**src/rtl/sp_ram_fifo_ctrl_if.sv**
```systemverilog
// FIFO-side handshake and status bundle for sp_ram_fifo_ctrl.
// The slave modport is the controller, and the master modport is the producer/consumer.
interface sp_ram_fifo_ctrl_if #(
  parameter int DATA_WIDTH = 8,
  parameter int ADDR_WIDTH = 4
);
  logic                  wr_en;
  logic [DATA_WIDTH-1:0] wr_data;
  logic                  wr_ready;
  logic                  rd_en;
  logic [DATA_WIDTH-1:0] rd_data;
  logic                  rd_valid;
  logic                  full;
  logic                  empty;
  logic [ADDR_WIDTH:0]   count;
  logic                  overflow;
  logic                  underflow;

  modport slave (
    input  wr_en, wr_data, rd_en,
    output wr_ready, rd_data, rd_valid, full, empty, count, overflow, underflow
  );

  modport master (
    output wr_en, wr_data, rd_en,
    input  wr_ready, rd_data, rd_valid, full, empty, count, overflow, underflow
  );
endinterface

```
**src/rtl/sp_ram_fifo_ctrl.sv**
```systemverilog
// FIFO controller that drives an external single-port RAM with 1-cycle read latency.
// A pop takes the RAM port ahead of a push, and the deferred writer retries.
module sp_ram_fifo_ctrl #(
  parameter int DATA_WIDTH = 8,
  parameter int ADDR_WIDTH = 4
) (
  input  logic                  CLK,
  input  logic                  RST_N,
  sp_ram_fifo_ctrl_if.slave     bus,
  output logic [DATA_WIDTH-1:0] ram_d,
  output logic [ADDR_WIDTH-1:0] ram_adr,
  output logic                  ram_wre,
  input  logic [DATA_WIDTH-1:0] ram_q
);

  localparam logic [ADDR_WIDTH:0] DEPTH_CNT = {1'b1, {ADDR_WIDTH{1'b0}}};

  logic [ADDR_WIDTH-1:0] rd_ptr_reg, rd_ptr_next;
  logic [ADDR_WIDTH-1:0] wr_ptr_reg, wr_ptr_next;
  logic [ADDR_WIDTH:0]   count_reg, count_next;
  logic                  rd_valid_reg;
  logic                  overflow_reg;
  logic                  underflow_reg;

  logic empty_w, full_w, pop_acc, push_acc, wr_ready_w;

  assign empty_w    = (count_reg == '0);
  assign full_w     = (count_reg == DEPTH_CNT);
  // RST_N gating keeps the RAM port idle and refuses pushes while reset is held.
  assign pop_acc    = RST_N & bus.rd_en & ~empty_w;
  assign wr_ready_w = RST_N & ~full_w & ~pop_acc;
  assign push_acc   = bus.wr_en & wr_ready_w;

  always_comb begin
    ram_wre = 1'b0;
    ram_adr = rd_ptr_reg;
    ram_d   = bus.wr_data;
    if (push_acc) begin
      ram_wre = 1'b1;
      ram_adr = wr_ptr_reg;
    end
  end

  always_comb begin
    rd_ptr_next = rd_ptr_reg;
    wr_ptr_next = wr_ptr_reg;
    count_next  = count_reg;
    if (pop_acc) begin
      rd_ptr_next = rd_ptr_reg + 1'b1;
      count_next  = count_reg - 1'b1;
    end else if (push_acc) begin
      wr_ptr_next = wr_ptr_reg + 1'b1;
      count_next  = count_reg + 1'b1;
    end
  end

  always_ff @(posedge CLK or negedge RST_N) begin
    if (!RST_N) begin
      rd_ptr_reg    <= '0;
      wr_ptr_reg    <= '0;
      count_reg     <= '0;
      rd_valid_reg  <= 1'b0;
      overflow_reg  <= 1'b0;
      underflow_reg <= 1'b0;
    end else begin
      rd_ptr_reg    <= rd_ptr_next;
      wr_ptr_reg    <= wr_ptr_next;
      count_reg     <= count_next;
      rd_valid_reg  <= pop_acc;
      overflow_reg  <= bus.wr_en & full_w & ~pop_acc;
      underflow_reg <= bus.rd_en & empty_w;
    end
  end

  assign bus.wr_ready  = wr_ready_w;
  assign bus.rd_data   = ram_q;
  assign bus.rd_valid  = rd_valid_reg;
  assign bus.full      = full_w;
  assign bus.empty     = empty_w;
  assign bus.count     = count_reg;
  assign bus.overflow  = overflow_reg;
  assign bus.underflow = underflow_reg;

endmodule

```
**src/flat_wrapper.sv**
```systemverilog
// flat-port wrapper written by rule: the top's interface ports become plain ports
module sp_ram_fifo_ctrl_flat 
#(
  parameter int DATA_WIDTH = 8,
  parameter int ADDR_WIDTH = 4
)
  (CLK, RST_N, ram_d, ram_adr, ram_wre, ram_q, bus_wr_en, bus_wr_data, bus_rd_en, bus_wr_ready, bus_rd_data, bus_rd_valid, bus_full, bus_empty, bus_count, bus_overflow, bus_underflow);
  sp_ram_fifo_ctrl_if #(.DATA_WIDTH(DATA_WIDTH), .ADDR_WIDTH(ADDR_WIDTH)) bus_i ();
  input  logic CLK;
  input  logic RST_N;
  output logic [DATA_WIDTH-1:0] ram_d;
  output logic [ADDR_WIDTH-1:0] ram_adr;
  output logic ram_wre;
  input  logic [DATA_WIDTH-1:0] ram_q;
  input wire logic [$bits(bus_i.wr_en)-1:0] bus_wr_en;
  input wire logic [$bits(bus_i.wr_data)-1:0] bus_wr_data;
  input wire logic [$bits(bus_i.rd_en)-1:0] bus_rd_en;
  output wire logic [$bits(bus_i.wr_ready)-1:0] bus_wr_ready;
  output wire logic [$bits(bus_i.rd_data)-1:0] bus_rd_data;
  output wire logic [$bits(bus_i.rd_valid)-1:0] bus_rd_valid;
  output wire logic [$bits(bus_i.full)-1:0] bus_full;
  output wire logic [$bits(bus_i.empty)-1:0] bus_empty;
  output wire logic [$bits(bus_i.count)-1:0] bus_count;
  output wire logic [$bits(bus_i.overflow)-1:0] bus_overflow;
  output wire logic [$bits(bus_i.underflow)-1:0] bus_underflow;
  assign bus_i.wr_en = bus_wr_en;
  assign bus_i.wr_data = bus_wr_data;
  assign bus_i.rd_en = bus_rd_en;
  assign bus_wr_ready = bus_i.wr_ready;
  assign bus_rd_data = bus_i.rd_data;
  assign bus_rd_valid = bus_i.rd_valid;
  assign bus_full = bus_i.full;
  assign bus_empty = bus_i.empty;
  assign bus_count = bus_i.count;
  assign bus_overflow = bus_i.overflow;
  assign bus_underflow = bus_i.underflow;
  sp_ram_fifo_ctrl #(.DATA_WIDTH(DATA_WIDTH), .ADDR_WIDTH(ADDR_WIDTH)) u_core (.CLK(CLK), .RST_N(RST_N), .bus(bus_i), .ram_d(ram_d), .ram_adr(ram_adr), .ram_wre(ram_wre), .ram_q(ram_q));
endmodule
```
**config.mk**
```make
export PLATFORM = sky130hd
export DESIGN_NAME = sp_ram_fifo_ctrl_flat
export DESIGN_NICKNAME = d
export VERILOG_FILES = /design/src/rtl/sp_ram_fifo_ctrl_if.sv /design/src/rtl/sp_ram_fifo_ctrl.sv /design/src/flat_wrapper.sv
export SDC_FILE = /design/constraint.sdc
export NUM_CORES = 1
export LEC_CHECK = 0
export ABC_CLOCK_PERIOD_IN_PS = 2400
export BUFFER_PORTS_ARGS = -buffer_cell sky130_fd_sc_hd__buf_4
export CORE_MARGIN = 1
export CORE_UTILIZATION = 45
export DETAILED_ROUTE_END_ITERATION = 8
export HOLD_SLACK_MARGIN = 0.06
export PLACE_DENSITY = 0.86
export SETUP_SLACK_MARGIN = 0.15
export SYNTH_ARGS = -nofsm -noshare
export SYNTH_HDL_FRONTEND = slang
export SYNTH_SLANG_ARGS = --single-unit
```
**constraint.sdc**
```tcl
create_clock -name CLK -period 2.4 [get_ports CLK]
set_input_delay 0.6 -clock CLK [delete_from_list [all_inputs] [get_ports CLK]]
set_output_delay 0.6 -clock CLK [all_outputs]
set_load 0.01 [all_outputs]
```
==> results of run 1 <==
## layout by cell type, fill, tap and decap left out, types with 2 or more instances in the layout
master	instances
ha_1	2
a21oi_1	8
xnor2_1	4
nand2_1	5
buf_6	10
nand3_1	3
and3_1	3
mux2_4	4
nor2_1	3
clkbuf_4	3
xor2_1	2
dfrtp_1	16
a21o_1	2
buf_4	30
nor2_4	2
## power by group through the flow
| stage | Sequential [mW] | Combinational (mW) | Clock (mW) |
|---|---|---|---|
| floorplan | 0.492 | 0.449 | 0 |
| global placement | 0.490 | 0.643 | 0 |
| detailed placement | 0.499 | 0.683 | 0 |
| CTS | 0.493 | 0.839 | 0.183 |
| global route | 0.510 | 0.944 | 0.193 |
| finish | 0.497 | 0.873 | 0.181 |
## logic make-up after synthesis
logic type,count (synthesis),share of synthesized area [%]
AOI/OAI and AO/OA,18,11.29
xor gates and xnor gates,7,6.603
and+or+nand+nor,28,16.57
muxes,7,7.443
DFF,16,38.41
buffers and inverters,24,16.09
adders and majority gates,3,3.602
## routing by layer
metal | wire, um | track usage (%)
met1 | 921 | 22.93
met2 | 1311 | 36.67
met3 | 164 | 6.173
met4 | 89 | 10.48
met5 | 0 | 0
## cell type report
class | instances | share of cell area, %
timing repair buffer | 40 | 24.88
tap | 28 | 2.581
clock buffer | 4 | 2.673
multi-input combinational | 63 | 40.09
sequential | 16 | 29.49
inverter | 1 | 0.2765
## worst max-delay path: cells and delay by family, from the launching register on
family | cells | cell delay [ns]
compound gates | 2 | 0.61
flops | 1 | 0.41
mux | 1 | 0.31
buf+inv | 2 | 0.31
## cell usage after synthesis
| master | number |
|---|---|
| ha_1 | 3 |
| xor2_1 | 2 |
| a211oi_2 | 1 |
| a21oi_1 | 8 |
| or4_1 | 1 |
| a221oi_1 | 1 |
| nor3b_1 | 1 |
| buf_6 | 2 |
| buf_2 | 2 |
| nand3_1 | 3 |
| and4bb_2 | 1 |
| o21ai_0 | 2 |
| nor3_1 | 2 |
| buf_4 | 16 |
| xnor2_1 | 4 |
| o21a_1 | 1 |
| and4b_1 | 1 |
| mux2i_1 | 1 |
| nand2_1 | 6 |
| nand4_1 | 1 |
| clkbuf_1 | 3 |
| mux2_1 | 2 |
| dfrtp_1 | 16 |
| xnor2_2 | 1 |
| a21o_1 | 2 |
| o22ai_1 | 1 |
| or3_1 | 1 |
| nor2_1 | 6 |
| nand4_4 | 1 |
| nor4_2 | 1 |
| o41a_1 | 1 |
| and3_1 | 3 |
| mux2_2 | 4 |
| a31oi_1 | 1 |
| inv_1 | 1 |
## how the worst max path moves through the flow
stage                   startpoint                   to
2_1_floorplan  u_core.bus.count[0]           ram_adr[0]
3_3_place_gp             bus_rd_en           ram_adr[0]
3_5_place_dp   u_core.bus.count[0]  u_core.bus.count[4]
4_1_cts        u_core.bus.count[1]           ram_adr[3]
5_1_grt        u_core.bus.count[2]           ram_adr[3]
6_report       u_core.bus.count[3]           ram_adr[3]
## what timing repair did
action	4_1_cts	5_1_grt
resized for setup	20	3
pin swaps	8	7
setup endpoints to repair	9	11
buffers inserted	6	4
## metrics by stage
stage / setup TNS, ns / util, % / power, mW
6_report: -0.5004 / 61.96 / 1.551
3_5_place_dp: 0 / 52.66 / 1.182
2_1_floorplan: 0 / - / 0.9414
4_1_cts: -0.4627 / 60.02 / 1.515
3_3_place_gp: 0 / 52.66 / 1.134
5_1_grt: -0.8164 / 61.96 / 1.646
==> results.toml, run 1 <==
[pwr]
p_seq_share_pct = 32.1
clock_power_share_pct = 11.7
power.leakage_nw = 0.6391
ir_worst_vdd_uv = 666.1
combPwrFrac_pct = 56.3
swShare_pct = 38.99
p_per_area_nw_per_um2 = 1143
intPower_uw = 946.4
switchingPower_uw = 604.8

[clock_network]
cts_sinks = 16
cts_tree = "yes"
clockBufferDepth = 2
holdBufCountCts = 0
numCtsBuffers = 3
htreeDepth = 1
clk_latency_ns = 0.29
root_buffer = "clkbuf_4"
clkTransAtPathRegs_ns = 0.10

[floorplan]
dieHeight_um = 50.13
die_x_um = 50.13
die-area_um2 = 2513
core_um2 = 2191
rows = 17
initial_core_util_pct = 47.57
ios = 52

[routing]
ant_nets = 0
drtPass1Iterations = 4
drc = 0
detail_route.iter0.violations = 29
vias = 847
vias_per_cell = 5.572
wl_per_cell_um = 16.36
wl_mm = 2.487

[critical_path]
cp_max_fo = 6
crit_required_ns = 1.80
max_stage_delay_ns = 0.45
reg2reg_to = "u_core.bus.count[4]"
crit_type = "reg2out"
r2r-start = "u_core.bus.count[0]"
rr_worst_depth = 11
critical_path.endpoint_type = "output pin"
crit_slowest_cell = "o41a_1"
worstSetupStartpointType = "register"
rrSetupSlack_ns = 0.13
path_cells = "o41a_1, a211oi_2, buf_4, mux2_4, buf_6"
cp.arrival_ns = 1.93

[sta]
skew_ns = 0.003942
layout_min_cycle_time_ns = 2.527
fin_crit_sh_pct = 105.3
postLayoutSetupSlackWorst_ns = -0.1269
whs_ns = 0.1122
fmax_mhz = 395.7
drv_slew = 0
maxSlewHeadroom_pct = 81.85
setup_viol = 4
worst_pin_slew_ns = 0.2702
final-hold-violation-count = 0
rsz0062_at_grt = "true"

[global_route]
grt_max_degree = 15
grt_pass1_vias = 851
antenna_found_initial = 0
grt-ovfl-total = 0
grt_util_all_layers_pct = 21.10
grt_pass1_wl_mm = 3.891

[cells_and_area]
drive_gt1_share_pct = 50.00
largest_reg_flops = 5
multi_input_area_um2 = 544.3
layout.area.seq_um2 = 400.4
area_growth_pct = 30.25
final_area_um2 = 1358
fin_nets = 148
diodes = 0
n_fill_cell = 183
instances_no_fill = 152

[synthesis]
yosys_warnings = 0
postSynthAreaPerCell_um2 = 10.12
synth_fp_nets = 126
synth_top_area_share_pct = 38.42
synth_area_leaders = "dfrtp_1, buf_4, mux2_2"
synth_area_um2 = 1042
synth_cell_types = 35
syn_inst = 103
synth_area_leader_cell = "dfrtp_1"
yosysSeqAreaShare_pct = 38.42
ys_ff_latch = 16

[placement]
dp_hpwl_mm = 1.679
placed_cell_area_um2 = 1154
port_buffers = 19
dpl.cell_count = 138
dp_slack_ns = 0.08252
routabilityCongestion = 0.8239

[run]
cap_violations = 0

[outcome]
failed_checks = "negative setup slack"
status = "complete, but fails checks"

[hold_path]
hold_path.class = "in2async"
Note: power is estimated with default switching activity, not from simulation.
==> run 2: changes to the inputs <==
Settings changed: RECOVER_POWER from default to 25.
==> run 2 against run 1 <==
Compared with the run above: the flow still finishes with violations (negative setup slack); largest cell class unchanged; clock skew stayed put; hold slack worse by 0.00095 ns; fmax hardly changed; setup slack worse by 0.00064 ns; routed wire length is 0.20% lower; global-route usage stayed put; sequential power hardly changed; die area stayed put.
==> results.toml, run 2 (synthesis gave the netlist of run 1 again) <==
[floorplan]
die-area_um2 = 2513
ios = 52
dieHeight_um = 50.13
rows = 17
core_um2 = 2191
initial_core_util_pct = 47.57
die_x_um = 50.13

[clock_network]
clk_latency_ns = 0.29
cts_tree = "yes"
root_buffer = "clkbuf_4"
holdBufCountCts = 0
clkTransAtPathRegs_ns = 0.10
numCtsBuffers = 3
htreeDepth = 1
clockBufferDepth = 2
cts_sinks = 16

[global_route]
antenna_found_initial = 0
grt_max_degree = 15
grt-ovfl-total = 0
grt_pass1_wl_mm = 3.891
grt_util_all_layers_pct = 21.10
grt_pass1_vias = 851

[outcome]
failed_checks = "negative setup slack"
status = "complete, but fails checks"

[critical_path]
cp.arrival_ns = 1.93
rrSetupSlack_ns = 0.13
rr_worst_depth = 11
r2r-start = "u_core.bus.count[0]"
crit_required_ns = 1.80
crit_type = "reg2out"
cp_max_fo = 6
reg2reg_to = "u_core.bus.count[4]"
critical_path.endpoint_type = "output pin"
worstSetupStartpointType = "register"

[sta]
whs_ns = 0.1112
setup_viol = 4
drv_slew = 0
postLayoutSetupSlackWorst_ns = -0.1275
rsz0062_at_grt = "true"
maxSlewHeadroom_pct = 48.98
worst_pin_slew_ns = 0.7653
setup_tns_ns = -0.5011
skew_ns = 0.003942
final-hold-violation-count = 0
fmax_mhz = 395.6
layout_min_cycle_time_ns = 2.528
fin_crit_sh_pct = 105.3

[pwr]
swShare_pct = 39.01
intPower_uw = 945.6
power.leakage_nw = 0.6355
ir_worst_vdd_uv = 666.0
p_seq_share_pct = 32.1
p_per_area_nw_per_um2 = 1145
finalPower_mw = 1.550
switchingPower_uw = 604.8
clock_power_share_pct = 11.7
combPwrFrac_pct = 56.2

[placement]
dp_hpwl_mm = 1.679
port_buffers = 19
routabilityCongestion = 0.8239

[cells_and_area]
layout.area.seq_um2 = 400.4
final_util_pct = 61.79
final_cell_mix = "buf_4, dfrtp_1, buf_6, a21oi_1, nand2_1"
layout_commonest_cell = "buf_4"
multi_input_area_um2 = 544.3
drive_gt1_share_pct = 49.19
area_growth_pct = 29.89
largest_reg_flops = 5
n_fill_cell = 182
diodes = 0
fin_nets = 148

[routing]
wl_mm = 2.482
ant_nets = 0
vias_per_cell = 5.572
drc = 0
vias = 847
wl_per_cell_um = 16.33
drtPass1Iterations = 4
detail_route.iter0.violations = 29

[hold_path]
hold_path.class = "in2async"

[run]
cap_violations = 0
-- run 2: cell types whose count changed in the layout (fill, tap and decap cells not counted), sizes merged --
cell / change
buf: -1
clkbuf: +1
-- run 2: repair_timing --
action,in CTS,in global routing
cloned,0,0
hold endpoints to repair,0,0
resized for setup,20,3
pin swaps,8,7
endpoints found under the setup margin,9,11
buffers inserted,6,4
-- run 2: final cells by class --
type | instances | share of cell area [%]
clock buffers | 4 | 2.680
inverters | 1 | 0.2773
multi-input cells | 63 | 40.20
flip-flops and latches | 16 | 29.57
well taps | 28 | 2.588
repair buffers | 40 | 24.68
-- run 2: per-stage QoR --
stage          worst slack [ns]  cells  area, um^2
3_5_place_dp            0.08252    138        1154
2_1_floorplan           0.05801    103        1064
5_1_grt                 -0.1977    152        1354
6_report                -0.1275    152        1354
4_1_cts                 -0.1188    148        1315
3_3_place_gp             0.1294    138        1154
-- run 2: layer usage --
layer,up-vias,track usage [%],routed length (um)
met1,409,22.93,916
met2,40,36.67,1311
met4,0,10.48,89
li1,386,-,-
met5,-,0,0
met3,12,6.173,164
-- run 2: power by group through the flow --
stage                     Combinational, mW  Clock, mW  Sequential (mW)
final                                 0.872      0.181            0.497
after global routing                  0.943      0.193            0.510
after CTS                             0.839      0.183            0.493
after detailed placement              0.683          0            0.499
after global placement                0.643          0            0.490
after floorplan                       0.449          0            0.492
-- run 2: how the worst max path moves through the flow --
stage                              startpoint                  end  slack [ns]
after detailed placement  u_core.bus.count[0]  u_core.bus.count[4]        0.08
after CTS                 u_core.bus.count[1]           ram_adr[3]       -0.12
after global routing      u_core.bus.count[2]           ram_adr[3]       -0.20
final                     u_core.bus.count[3]           ram_adr[3]       -0.13
after floorplan           u_core.bus.count[0]           ram_adr[0]        0.06
after global placement              bus_rd_en           ram_adr[0]        0.13
-- run 2: worst max-delay path, stage by stage (launching register included) --
cell and delay, ns:
dfrtp_1 0.41, o41a_1 0.45, a211oi_2 0.16, buf_4 0.19, mux2_4 0.31, buf_6 0.12
